## config.mk

```make
export PLATFORM = sky130hd
export DESIGN_NAME = st_pkt_arbiter
export DESIGN_NICKNAME = d
export VERILOG_FILES = /design/src/rtl/st_pkt_arbiter.sv
export SDC_FILE = /design/constraint.sdc
export NUM_CORES = 1
export LEC_CHECK = 0
export CELL_PAD_IN_SITES_DETAIL_PLACEMENT = 1
export CELL_PAD_IN_SITES_GLOBAL_PLACEMENT = 1
export CORE_MARGIN = 2
export CORE_UTILIZATION = 16
export CTS_CLUSTER_DIAMETER = 30
export DETAILED_ROUTE_END_ITERATION = 8
export HOLD_SLACK_MARGIN = 0.06
export PLACE_DENSITY = 0.83
export SLEW_MARGIN = 20
export SYNTH_ARGS = -nofsm -noshare
export SYNTH_HDL_FRONTEND = slang
export SYNTH_SLANG_ARGS = --single-unit
```

## constraint.sdc

```tcl
create_clock -name clk -period 2.2 [get_ports clk]
set_clock_uncertainty 0.15 [all_clocks]
set_input_delay 0.44 -clock clk [delete_from_list [all_inputs] [get_ports clk]]
set_output_delay 0.44 -clock clk [all_outputs]
set_load 0.005 [all_outputs]
```

## src/rtl/st_pkt_arbiter.sv

```systemverilog
// Packet-granular round-robin arbiter: two 32-bit Avalon-ST sources onto one datapath.
// Optional macro ST_ARB_CHANNEL_EN adds data_out_channel (granted source tag).
module st_pkt_arbiter #(
  parameter int unsigned DROP_CNT_W = 8
) (
  input  logic                  clk,
  input  logic                  rst,
  input  logic [31:0]           data_in0_data,
  input  logic [1:0]            data_in0_empty,
  input  logic                  data_in0_startofpacket,
  input  logic                  data_in0_endofpacket,
  input  logic                  data_in0_valid,
  output logic                  data_in0_ready,
  input  logic [31:0]           data_in1_data,
  input  logic [1:0]            data_in1_empty,
  input  logic                  data_in1_startofpacket,
  input  logic                  data_in1_endofpacket,
  input  logic                  data_in1_valid,
  output logic                  data_in1_ready,
  output logic [31:0]           data_out_data,
  output logic [1:0]            data_out_empty,
  output logic                  data_out_startofpacket,
  output logic                  data_out_endofpacket,
  output logic                  data_out_valid,
  input  logic                  data_out_ready,
`ifdef ST_ARB_CHANNEL_EN
  output logic                  data_out_channel,
`endif
  output logic [DROP_CNT_W-1:0] drop_count
);

  localparam int unsigned SUM_W = DROP_CNT_W + 1;

  typedef enum logic {IDLE, LOCK} state_t;

  state_t           state;
  logic             grant;
  logic             rr_ptr;
  logic             req0, req1;
  logic             drop0, drop1;
  logic             xfer_eop;
  logic [SUM_W-1:0] drop_sum;

  assign req0  = data_in0_valid & data_in0_startofpacket;
  assign req1  = data_in1_valid & data_in1_startofpacket;
  assign drop0 = data_in0_valid & ~data_in0_startofpacket;
  assign drop1 = data_in1_valid & ~data_in1_startofpacket;

  assign drop_sum = SUM_W'(drop_count) + SUM_W'(drop0) + SUM_W'(drop1);
  assign xfer_eop = (state == LOCK) & data_out_valid & data_out_ready & data_out_endofpacket;

`ifdef ST_ARB_CHANNEL_EN
  assign data_out_channel = (state == LOCK) & grant;
`endif

  // Output mux and ready steering; reset forces handshakes idle immediately
  always_comb begin
    data_out_data          = '0;
    data_out_empty         = '0;
    data_out_startofpacket = 1'b0;
    data_out_endofpacket   = 1'b0;
    data_out_valid         = 1'b0;
    data_in0_ready         = 1'b0;
    data_in1_ready         = 1'b0;
    if (state == LOCK) begin
      if (grant) begin
        data_out_data          = data_in1_data;
        data_out_empty         = data_in1_empty;
        data_out_startofpacket = data_in1_startofpacket;
        data_out_endofpacket   = data_in1_endofpacket;
        data_out_valid         = data_in1_valid & ~rst;
        data_in1_ready         = data_out_ready & ~rst;
      end else begin
        data_out_data          = data_in0_data;
        data_out_empty         = data_in0_empty;
        data_out_startofpacket = data_in0_startofpacket;
        data_out_endofpacket   = data_in0_endofpacket;
        data_out_valid         = data_in0_valid & ~rst;
        data_in0_ready         = data_out_ready & ~rst;
      end
    end else begin
      // Out-of-packet beats are swallowed; SOP requesters wait for the grant
      data_in0_ready = drop0 & ~rst;
      data_in1_ready = drop1 & ~rst;
    end
  end

  always_ff @(posedge clk) begin
    if (rst) begin
      state      <= IDLE;
      grant      <= 1'b0;
      rr_ptr     <= 1'b0;
      drop_count <= '0;
    end else begin
      case (state)
        IDLE: begin
          if (req0 | req1) begin
            grant <= (req0 & req1) ? rr_ptr : req1;
            state <= LOCK;
          end
          if (drop_sum[DROP_CNT_W]) drop_count <= '1;
          else                      drop_count <= drop_sum[DROP_CNT_W-1:0];
        end
        LOCK: begin
          if (xfer_eop) begin
            state  <= IDLE;
            rr_ptr <= ~grant;
          end
        end
        default: state <= IDLE;
      endcase
    end
  end

endmodule

```

* Yosys cells after proc, flatten, opt, wreduce, memory -nomap -nowiden
Index checks and enable logic that the tools add are counted.
** Operators by class
- Add/sub/neg operators :: 2
- Multiplexer cells :: 19
- Bitwise logic cells :: 19
- Reductions and logical operators :: 2
** Operators with widths (count)
- two-way mux 32 bit :: 2
- bitwise AND 1 bit :: 13
- two-way mux 1 bit :: 13
- adder 8 x 1 -> 9 bit :: 1
- adder 9 x 1 -> 9 bit :: 1
- two-way mux 8 bit :: 1
- inverter 1 bit :: 5
- two-way mux 2 bit :: 2
- AND reduction 2 bit :: 2
- case mux 1 bit (2 select lines) :: 1
- bitwise OR 1 bit :: 1
** Storage, ports and cells
- Bits in registers :: 11
- Word-level logic and storage cells :: 46

* Depth between registers and ports, before layout
Gate-level depths: netlist of run 1.
- Word-level depth :: 9
- Mapped depth :: 8
- Depth with buffers taken out :: 7

* Worst setup path before layout of run 1
No wires, ideal clock.
- Path type :: input to register
- From :: input data_in1_startofpacket
- To :: register drop_count[7]
- Data arrival time :: 1863 ps
- Data required time :: 1971 ps
- Slack :: 107 ps
- Stages on the path :: 8
- Buffers on the path :: 1
- Cell sequence :: nand2b_1 fa_1 inv_1 ha_1 and4b_1 buf_4 and4b_1 a211oi_2
** On the way
- Cells in the longest elaborated chain, start to end :: 4
** Ends and longest elaborated chain
- from (decl) :: RTL line 16 : input logic data_in1_startofpacket,
- inverter 1 bit :: RTL line 47 : assign drop1 = data_in1_valid & ~data_in1_startofpacket;
- bitwise AND 1 bit :: RTL line 47
- adder 9 x 1 -> 9 bit :: RTL line 49 : assign drop_sum = SUM_W'(drop_count) + SUM_W'(drop0) + SUM_W'(drop1);
- two-way mux 8 bit :: RTL line 101 : if (drop_sum[DROP_CNT_W]) drop_count <= '1;
- to (signal assigned) :: RTL line 102 : else drop_count <= drop_sum[DROP_CNT_W-1:0];
- to (decl) :: RTL line 29 : output logic [DROP_CNT_W-1:0] drop_count
Every way passes these cells.
A chain may end at the register's enable or synchronous reset.

* Final worst setup path of run 1
- From :: input data_in0_data[8]
- To :: output data_out_data[8]
** On the way
- Cells in the longest elaborated chain, start to end :: 2
** Ends and longest elaborated chain
- from (decl) :: RTL line 8 : input logic [31:0] data_in0_data,
- two-way mux 32 bit :: RTL line 66 : if (grant) begin
- two-way mux 32 bit :: RTL line 65 : if (state == LOCK) begin
- to (decl) :: RTL line 20 : output logic [31:0] data_out_data,
Every way passes these cells.

==> summary.txt, run 1 <==
Finish
  – Fin nets: 366
  – Layout fillers: 853
  – Final core occ: 39.17%
  – Area Growth Syn to Fin: 139.7%
  – Ant. Diodes: 0
  – Ratio of cells with drive above 1 in the final layout: 15.03%

Synth
  – Synthesis warning total: 0
  – Synth Cell Area: 0.001166 mm²
  – Synth area leaders: mux2i_1 (33%), dfxtp_1 (19%), nor2_1 (12%)
  – Cell count after synthesis: 148
  – Post-synth top area share: 33.48%
  – Syn_area_per_cell: 7.879 µm²
  – Synth Area in Compound Gates: 10.94%
  – Post-synth cell types: 32
  – Post-synthesis xor/xnor area fraction: 1.502%
  – Sequential fraction of the synthesis area: 18.88%
  – Mux cell area share after synthesis: 34.44%
  – Top cell type by total area after synthesis: mux2i_1
  – Adder and majority cell fraction of the synthesized area: 2.790%
  – Register bit total from synthesis: 11
  – Synthesized Nets: 227
  – Largest family of logic cells by synthesized area: multiplexers
  – Simple-gate share of the synthesized area: 24.14%

Global routing
  – Vias in the first global route: 1,589
  – Grt ovf: 0
  – Largest net degree at the start of global routing: 36
  – All-Layer GR Usage: 12.68%
  – Initial antenna violation count: 0
  – First-pass GRT wire length: 7.907 mm

Floorplanning
  – FP Rows: 31
  – Die height: 89.37 µm
  – Initial Util: 16.34%
  – DIE AREA: 0.007987 mm²
  – Ports: 124
  – Core Area: 0.007137 mm²
  – Die W: 89.37 µm

Detailed routing
  – Initial drt markers: 29
  – Routed vias: 1,622
  – WL per Instance: 14.71 µm
  – Initial DRT Pass Iterations: 2
  – Vias per cell: 4.213
  – Detail Route Antenna Nets: 0
  – Routed WL: 5.664 mm
  – DRC: 0

Placed design
  – PortBufs: 123
  – DP HPWL: 4.505 mm
  – Dpl ws: -0.4349 ns
  – Routability-driven placement congestion ratio: 0.7757

Hold path
  – Hold path startpoint: rr_ptr$_SDFFE_PP0P_
  – WHS Path Cells: 2
  – Min-Delay Path Class: flip-flop to flip-flop
  – Hold worst-path end: rr_ptr$_SDFFE_PP0P_

Worst setup path
  – Reg2reg end: drop_count[5]$_SDFFE_PP0N_
  – Delay of the slowest critical-path stage: 0.51 ns
  – Startpoint type of the worst setup path: input pin
  – Worst path buffer plus inverter count: 2
  – Slowest cell on crit path: clkdlybuf4s50_1
  – Reg2reg path depth: 7
  – Reg-to-reg critical path startpoint: drop_count[0]$_SDFFE_PP0N_
  – Critical-path cell list: clkdlybuf4s50_1, mux2i_1, nor2_1, clkdlybuf4s50_1
  – Worst-path maximum fanout: 1
  – Critical path arrival: 1.57 ns
  – CP top delay family: buffers and inverters
  – Setup Crit Path Kind: input pin to output pin
  – FF-to-FF setup slack: 0.21 ns
  – CP endpoint kind: output pin
  – Top cell by count, worst path: clkdlybuf4s50_1
  – CP Launch Point: data_in0_data[8]
  – Critical Path RT: 1.61 ns

STA
  – Final Setup Violations: 0
  – Max Freq: 462.5 MHz
  – Slew margin rel.: 78.81%
  – Period minus WS final: 2.162 ns
  – Fin. Hold Viols: 0
  – Final worst slack: 0.03762 ns
  – Tcrit/Tclk final: 98.29%
  – Final Max Tran Viols: 0
  – Slew @ Worst Pin: 0.3152 ns

Power and ir drop
  – Leakage: 0.001351 µW
  – Peak VDD IR: 197.3 µV
  – PwrDens: 306.3 mW/mm²

Clock network
  – Total CTS buffers: 3
  – CTS Buffer Depth: 2
  – Worst skew pair latency: 0.24 ns
  – Clk slew on worst S/H paths: 0.05 ns
  – Root Driver: clkbuf_8
  – H-tree Lvls: 1
  – Clk sinks: 11
  – Hold_buf cts: 0
  – CTS tree: built

Job
  – Max-cap violations: 0

Run status
  – Outcome: finished, final reports clean
==> metrics by stage <==
stage	hold slack (ns)	cell area, µm²	instances	setup TNS (ns)	power, µW
floorplan	0.2980	1166	148	0	358.9
global placement	0.3197	2603	373	-3.398	642.6
detailed placement	0.3490	2603	373	-4.139	651.3
CTS	0.3607	2689	380	0	860.0
global route	0.3853	2795	385	-0.003197	905.9
finish	0.3528	2795	385	0	856.2
==> sequential cells by signal, indices dropped and copies added, names as in the netlist <==
register and cells:
rr_ptr 1, drop_count 8, state 1, grant 1
==> layout by cell type (no fill, tap or decap), types with 2 or more instances in the layout <==
cell / instances
nand2b_4: 2
clkdlybuf4s50_1: 90
clkdlybuf4s15_1: 2
nand3_1: 2
nand4_1: 2
clkbuf_8: 3
a21oi_1: 5
buf_4: 20
nor2_1: 38
a31oi_1: 3
buf_12: 3
inv_2: 2
dlymetal6s2s_1: 21
inv_1: 2
mux2i_1: 38
xnor2_1: 2
nand2b_1: 2
and2_1: 2
dfxtp_1: 10
nand2_1: 2
dlygate4sd2_1: 10
nor2b_1: 2
==> routing by layer <==
metal / part of all wire (%) / GRT usage (%) / routed length [µm]
met5: 0 / 0 / 0
met4: 1.7 / 4.071 / 97
met3: 3.5 / 1.200 / 199
met2: 56 / 23.91 / 3176
met1: 39 / 14.92 / 2191
==> what timing repair did <==
| action | 4_1_cts | 5_1_grt |
|---|---|---|
| gates resized for setup | 23 | 26 |
| setup endpoints to repair | 46 | 35 |
| pin swaps | 2 | 2 |
| setup buffers | 3 | 5 |
==> cells in the mapped netlist (all sizes together) <==
cell type and count:
buf 10, inv 4, a22oi 1, o2111ai 1, nor2 38, nor2b 3, clkbuf 2, ha 1
nor4 1, o21bai 1, nand2b 4, nand3 2, mux2i 39, a21oi 6, a31o 1, xnor2 2
a31oi 3, nand2 2, nand4 2, dfxtp 11, fa 1, mux2 1, and4b 2, o21a 1
and2 2, and4bb 1, o21ai 2, a211oi 2, a311oi 1, nand3b 1
==> worst max path at each step <==
stage                                      end  slack [ns]  cells past startpoint
finish                        data_out_data[8]        0.04                      4
global route                 data_out_data[20]      -0.003                      4
CTS                          data_out_data[14]       0.003                      4
detailed placement  drop_count[3]$_SDFFE_PP0N_       -0.43                      8
global placement    drop_count[7]$_SDFFE_PP0N_       -0.36                      8
floorplan           drop_count[7]$_SDFFE_PP0N_        0.11                      8
==> worst min-delay path, stage by stage (launching register included) <==
cell      delay (ns)
dfxtp_1         0.32
nand2b_1        0.07
mux2i_1         0.06
==> power breakdown <==
part           internal, µW  total (µW)  switching [µW]
Combinational           285         434             150
Clock                   127         205            77.6
Sequential              207         217            10.1
==> layout make-up <==
type                            count  area (µm²)  area share [%]
Clock buffer                        4       45.04           1.611
Inverter                            4       15.01          0.5372
Multi-Input combinational cell    121       905.9           32.41
Sequential cell                    11       224.0           8.013
Tap cell                           99       123.9           4.432
Timing Repair Buffer              146        1481           53.00
==> cells by family (layout without fill, tap and decap cells) <==
logic type | count (synthesis) | in the layout
xor+xnor | 2 | 2
simple gates | 58 | 58
fa+ha+maj | 2 | 2
buf+inv | 16 | 154
compound gates | 19 | 19
flops | 11 | 11
mux | 40 | 40
No activity file was read; power rests on OpenSTA's default activity.
==> run 2: changes to the inputs <==
- TNS_END_PERCENT: default -> 1
==> summary.txt, run 2 (synthesized netlist as in run 1, its figures left out) <==
Finish
  – Fin nets: 359 (-1.9%)
  – Top reg by flops: drop_count
  – Area Growth Syn to Fin: 128.4%
  – Largest register FFs: 8 (unchanged)
  – Ant. Diodes: 0 (unchanged)
  – Final Cell Area: 0.002664 mm² (-4.7%)
  – Layout fillers: 882 (+3.4%)
  – Most frequent cells in the layout: clkdlybuf4s50_1 (82), mux2i_1 (39), nor2_1 (38)
  – Ratio of cells with drive above 1 in the final layout: 11.83% (-3.2 points)
  – Most common cell after layout, fill and taps aside: clkdlybuf4s50_1

Detailed routing
  – Initial DRT Pass Iterations: 4 (+2)
  – Vias per cell: 4.180 (-0.79%)
  – Routed WL: 5.507 mm (-2.8%)
  – WL per Instance: 14.57 µm (-0.97%)
  – Detail Route Antenna Nets: 0 (unchanged)
  – DRC: 0 (unchanged)
  – Initial drt markers: 26 (-10%)
  – Routed vias: 1,580 (-2.6%)

Global routing
  – Largest net degree at the start of global routing: 36 (unchanged)
  – Vias in the first global route: 1,529 (-3.8%)
  – Initial antenna violation count: 0 (unchanged)
  – All-Layer GR Usage: 12.02% (-0.66 points)
  – First-pass GRT wire length: 7.555 mm (-4.5%)
  – Grt ovf: 0 (unchanged)

STA
  – Period minus WS final: 2.172 ns (+0.009474 ns)
  – Max Freq: 460.4 MHz (-0.44%)
  – Final worst slack: 0.02815 ns (-0.009474 ns)
  – RSZ-0062 raised after global routing: true
  – Fin. Hold Viols: 0 (unchanged)
  – Slew margin rel.: 78.90% (+0.096 points)
  – Slew @ Worst Pin: 0.3138 ns (-0.001432 ns)
  – Final Max Tran Viols: 0 (unchanged)
  – Final Setup Violations: 0 (unchanged)
  – Tcrit/Tclk final: 98.72% (+0.43 points)

Clock network
  – Worst skew pair latency: 0.24 ns (about the same)
  – CTS Buffer Depth: 2 (unchanged)
  – Hold_buf cts: 0 (unchanged)
  – H-tree Lvls: 1 (unchanged)
  – Total CTS buffers: 3 (unchanged)
  – Clk sinks: 11 (unchanged)
  – Clk slew on worst S/H paths: 0.05 ns (about the same)
  – CTS tree: built
  – Root Driver: clkbuf_8

Power and ir drop
  – Leakage: 0.001174 µW (-13%)
  – Peak VDD IR: 196.8 µV (-0.21%)
  – PwrDens: 311.3 mW/mm² (+1.6%)
  – Tot Pwr: 829.2 µW (-3.1%)

Floorplanning
  – Ports: 124 (unchanged)
  – Initial Util: 16.34% (unchanged)
  – Core Area: 0.007137 mm² (unchanged)
  – DIE AREA: 0.007987 mm² (unchanged)
  – Die W: 89.37 µm (unchanged)
  – Die height: 89.37 µm (unchanged)
  – FP Rows: 31 (unchanged)

Worst setup path
  – Setup Crit Path Kind: input pin to flip-flop
  – CP top delay family: simple AND/OR/NAND/NOR gates
  – Critical-path cell list: dlygate4sd2_1, nand2b_4, fa_2, inv_1, ha_2, and4b_2, nand4_1, a21oi_1
  – Worst-path maximum fanout: 5 (+4)
  – Worst path buffer plus inverter count: 2 (unchanged)
  – Critical Path RT: 2.21 ns (+0.60 ns)
  – Delay of the slowest critical-path stage: 0.38 ns (-0.13 ns)
  – Slowest cell on crit path: fa_2
  – Startpoint type of the worst setup path: input pin
  – Critical path arrival: 2.18 ns (+0.61 ns)
  – CP endpoint kind: flip-flop
  – FF-to-FF setup slack: 0.17 ns (-0.04 ns)

Hold path
  – Min-Delay Path Class: flip-flop to flip-flop

Placed design
  – DP HPWL: 4.505 mm (unchanged)
  – Dpl ws: -0.4349 ns (unchanged)
  – Area post-placement: 0.002603 mm² (unchanged)
  – Routability-driven placement congestion ratio: 0.7757 (unchanged)
  – PortBufs: 123 (unchanged)

Job
  – Max-cap violations: 0 (unchanged)

Run status
  – Outcome: finished, final reports clean
[run 2: cell count changes in the layout (fill, tap and decap cells not counted), moves of 2 or more]
cell and change:
dlygate4sd2_1 +24, clkdlybuf4s15_1 -2, buf_4 -8, clkdlybuf4s50_1 -8
dlymetal6s2s_1 -14
[run 2: what timing repair did]
action,CTS,global route
cloned,0,0
endpoints found under the setup margin,46,17
setup buffers,0,1
pin swaps,0,1
gates resized for setup,42,10
[run 2: final timing paths]
path,end,from,depth (start not counted)
worst max-delay path,drop_count[3]$_SDFFE_PP0N_,data_in1_startofpacket,8
worst min-delay path,rr_ptr$_SDFFE_PP0P_,rr_ptr$_SDFFE_PP0P_,2
worst max register to register,drop_count[3]$_SDFFE_PP0N_,drop_count[0]$_SDFFE_PP0N_,7
worst min register to register,rr_ptr$_SDFFE_PP0P_,rr_ptr$_SDFFE_PP0P_,2
[run 2: final cells by class]
| class | instances | area (µm²) | share of cell area, % |
|---|---|---|---|
| Clock buffer | 4 | 45.04 | 1.691 |
| Inverter | 4 | 15.01 | 0.5636 |
| Multi-Input combinational cell | 121 | 888.4 | 33.35 |
| Sequential cell | 11 | 224.0 | 8.408 |
| Tap cell | 99 | 123.9 | 4.650 |
| Timing Repair Buffer | 139 | 1368 | 51.34 |
[run 2: layer usage]
metal,global-route usage [%],part of all wire (%),vias to the layer above
met1,14.21,40,752
met3,1.108,4.0,4
met5,0,0,-
li1,-,-,778
met4,3.256,0.96,0
met2,22.90,55,46
[run 2: metrics by stage]
step / setup TNS [ns] / utilization [%] / hold WS [ns] / std cells
after floorplan: 0 / - / 0.2980 / 148
after global placement: -3.398 / 36.47 / 0.3197 / 373
after detailed placement: -4.139 / 36.47 / 0.3490 / 373
after CTS: -0.07166 / 36.89 / 0.3607 / 377
after global routing: -0.3524 / 37.32 / 0.3853 / 378
final: 0 / 37.32 / 0.3528 / 378
[run 2: power by group]
part | total [µW] | internal [µW] | switching (µW)
combinational | 405 | 263 | 143
clock | 206 | 127 | 78.1
sequential | 218 | 207 | 11.3
total | 829 | 597 | 232
[run 2: worst register-to-register path, stage by stage, from the launching register on]
cell	delay, ns
dfxtp_1	0.35
inv_1	0.09
fa_2	0.41
inv_1	0.07
ha_2	0.18
and4b_2	0.28
nand4_1	0.22
a21oi_1	0.21
==> run 3: changes to the inputs <==
--- a/config.mk
+++ b/config.mk
@@ -14,2 +14,3 @@
 export HOLD_SLACK_MARGIN = 0.06
+export MAX_ROUTING_LAYER = met4
 export PLACE_DENSITY = 0.83
==> constraint.sdc (replaced) <==
create_clock -name clk -period 2.2 [get_ports clk]
set_clock_uncertainty 0.15 [all_clocks]
set_input_delay 0.22 -clock clk [delete_from_list [all_inputs] [get_ports clk]]
set_output_delay 0.22 -clock clk [all_outputs]
set_load 0.005 [all_outputs]
==> summary.txt, run 3 (synthesized netlist as in run 1, its figures left out) <==
Run status
  – Outcome: finished, final reports clean

Clock network
  – H-tree Lvls: 1 (unchanged)
  – Setup bufs post-CTS: 0 (unchanged)
  – CTS Buffer Depth: 2 (unchanged)
  – Clk slew on worst S/H paths: 0.05 ns (about the same)
  – Worst skew pair latency: 0.24 ns (about the same)
  – Clk sinks: 11 (unchanged)
  – Total CTS buffers: 3 (unchanged)
  – Hold_buf cts: 0 (unchanged)
  – Root Driver: clkbuf_8
  – CTS tree: built

Job
  – Max-cap violations: 0 (unchanged)

Power and ir drop
  – Flop pwr share: 25.6% (-0.7 points)
  – Leakage: 0.0009659 µW (-18%)
  – PwrDens: 321.0 mW/mm² (+3.1%)
  – Peak VDD IR: 148.9 µV (-24%)
  – Sw Share: 28.05% (+0.041 points)
  – Clock Power Share: 24.8% (about the same)
  – Cell internal pwr: 615.3 µW (+3.1%)
  – Tot Pwr: 855.1 µW (+3.1%)
  – Switching power: 239.8 µW (+3.3%)
  – Combinational share of power: 49.6% (+0.7 points)

STA
  – Max Freq: 472.6 MHz (+2.6%)
  – Tcrit/Tclk final: 96.17% (-2.5 points)
  – Final Setup Violations: 0 (unchanged)
  – Slew @ Worst Pin: 0.3195 ns (+0.005674 ns)
  – Slew margin rel.: 78.52% (-0.38 points)
  – Final Max Tran Viols: 0 (unchanged)
  – Period minus WS final: 2.116 ns (-0.05601 ns)
  – Fin. Hold Viols: 0 (unchanged)
  – Setup TNS: 0 ns (unchanged)

Placed design
  – DP Cell Count: 370 (-0.80%)
  – Routability-driven placement congestion ratio: 0.7158 (-7.7%)
  – DP HPWL: 4.565 mm (+1.3%)
  – PortBufs: 123 (unchanged)

Finish
  – Top reg by flops: drop_count
  – Ant. Diodes: 0 (unchanged)
  – Most frequent cells in the layout: clkdlybuf4s50_1 (119), mux2i_1 (39), nor2_1 (38)
  – Final std cells w/o fill: 374 (-1.1%)
  – Layout fillers: 855 (-3.1%)
  – Fin nets: 355 (-1.1%)
  – Largest register FFs: 8 (unchanged)
  – Area Growth Syn to Fin: 128.4% (unchanged)
  – Most common cell after layout, fill and taps aside: clkdlybuf4s50_1
  – Area of the multi-input gates: 888.4 µm² (unchanged)
  – Storage element area: 221.5 µm² (-1.1%)
  – Ratio of cells with drive above 1 in the final layout: 10.55% (-1.3 points)

Detailed routing
  – DRC: 0 (unchanged)
  – Routed vias: 1,541 (-2.5%)
  – Routed WL: 5.432 mm (-1.4%)
  – Initial DRT Pass Iterations: 4 (unchanged)
  – WL per Instance: 14.52 µm (-0.31%)
  – Vias per cell: 4.120 (-1.4%)
  – Detail Route Antenna Nets: 0 (unchanged)
  – Initial drt markers: 21 (-19%)

Worst setup path
  – Startpoint type of the worst setup path: flip-flop
  – Critical path arrival: 1.75 ns (-0.43 ns)
  – CP endpoint kind: output pin
  – Setup Crit Path Kind: flip-flop to output pin
  – Critical Path RT: 1.83 ns (-0.38 ns)
  – Worst-path maximum fanout: 35 (+30)

Floorplanning
  – Core Area: 0.007137 mm² (unchanged)
  – FP Rows: 31 (unchanged)
  – DIE AREA: 0.007987 mm² (unchanged)
  – Die height: 89.37 µm (unchanged)
  – Ports: 124 (unchanged)
  – Die W: 89.37 µm (unchanged)
  – Initial Util: 16.34% (unchanged)

Global routing
  – Largest net degree at the start of global routing: 36 (unchanged)
  – First-pass GRT wire length: 7.452 mm (-1.4%)
  – Grt ovf: 0 (unchanged)
  – Initial antenna violation count: 0 (unchanged)
  – All-Layer GR Usage: 12.23% (+0.21 points)
  – Vias in the first global route: 1,558 (+1.9%)

Hold path
  – Min-Delay Path Class: input pin to flip-flop
[run 3: cell count changes in the layout (fill, tap and decap cells not counted), moves of 2 or more]
cell,before,now
clkdlybuf4s50_1,82,119
buf_4,12,9
a21oi_1,6,4
dlymetal6s2s_1,7,4
dlygate4sd2_1,34,0
a21oi_2,0,2
[run 3: area by class of cell]
| type | count | share of cell area, % |
|---|---|---|
| inverters | 4 | 0.5636 |
| multi-input cells | 121 | 33.35 |
| well taps | 99 | 4.650 |
| flip-flops and latches | 11 | 8.314 |
| clock inverters | 1 | 0.1879 |
| clock buffers | 3 | 1.550 |
| repair buffers | 135 | 51.39 |
[run 3: layer usage]
metal	track usage, %	share of wire, %
met1	13.28	37
met2	23.64	58
met3	1.200	4.2
met4	2.849	1.1
met5	-	0
[run 3: what timing repair did]
item / CTS / global route
setup endpoints to repair: 0 / 6
hold endpoints to repair: 0 / 0
resized for setup: 0 / 11
[run 3: power groups by stage]
stage                     clock network (µW)  logic (µW)  registers (µW)
after global routing                     226         461             220
after floorplan                            0         143             216
final                                    212         424             219
after global placement                     0         412             224
after detailed placement                   0         423             224
after CTS                                214         425             219
[run 3: through the flow]
stage	hold slack, ns	util [%]	instance area (µm²)	worst slack (ns)
final	0.2850	37.32	2664	0.08416
after global placement	0.3238	36.15	2580	-0.1074
after detailed placement	0.3352	36.15	2580	-0.1944
after CTS	0.3462	36.80	2626	0.03817
after floorplan	0.2296	-	1166	0.2961
after global routing	0.3054	37.32	2664	-0.002656
[run 3: final timing paths]
check	start	endpoint	slack [ns]	cells after the start
max	state$_SDFF_PP0_	data_out_data[22]	0.08	4
min	data_in1_startofpacket	grant$_SDFFE_PP0P_	0.28	4
max reg2reg	drop_count[0]$_SDFFE_PP0N_	drop_count[1]$_SDFFE_PP0N_	0.18	7
min reg2reg	rr_ptr$_SDFFE_PP0P_	rr_ptr$_SDFFE_PP0P_	0.34	2
[run 3: critical path, stage by stage (launching register included)]
cell and delay [ns]:
dfxtp_1 0.43, inv_1 0.18, buf_12 0.21, nor2_1 0.14, clkdlybuf4s50_1 0.54
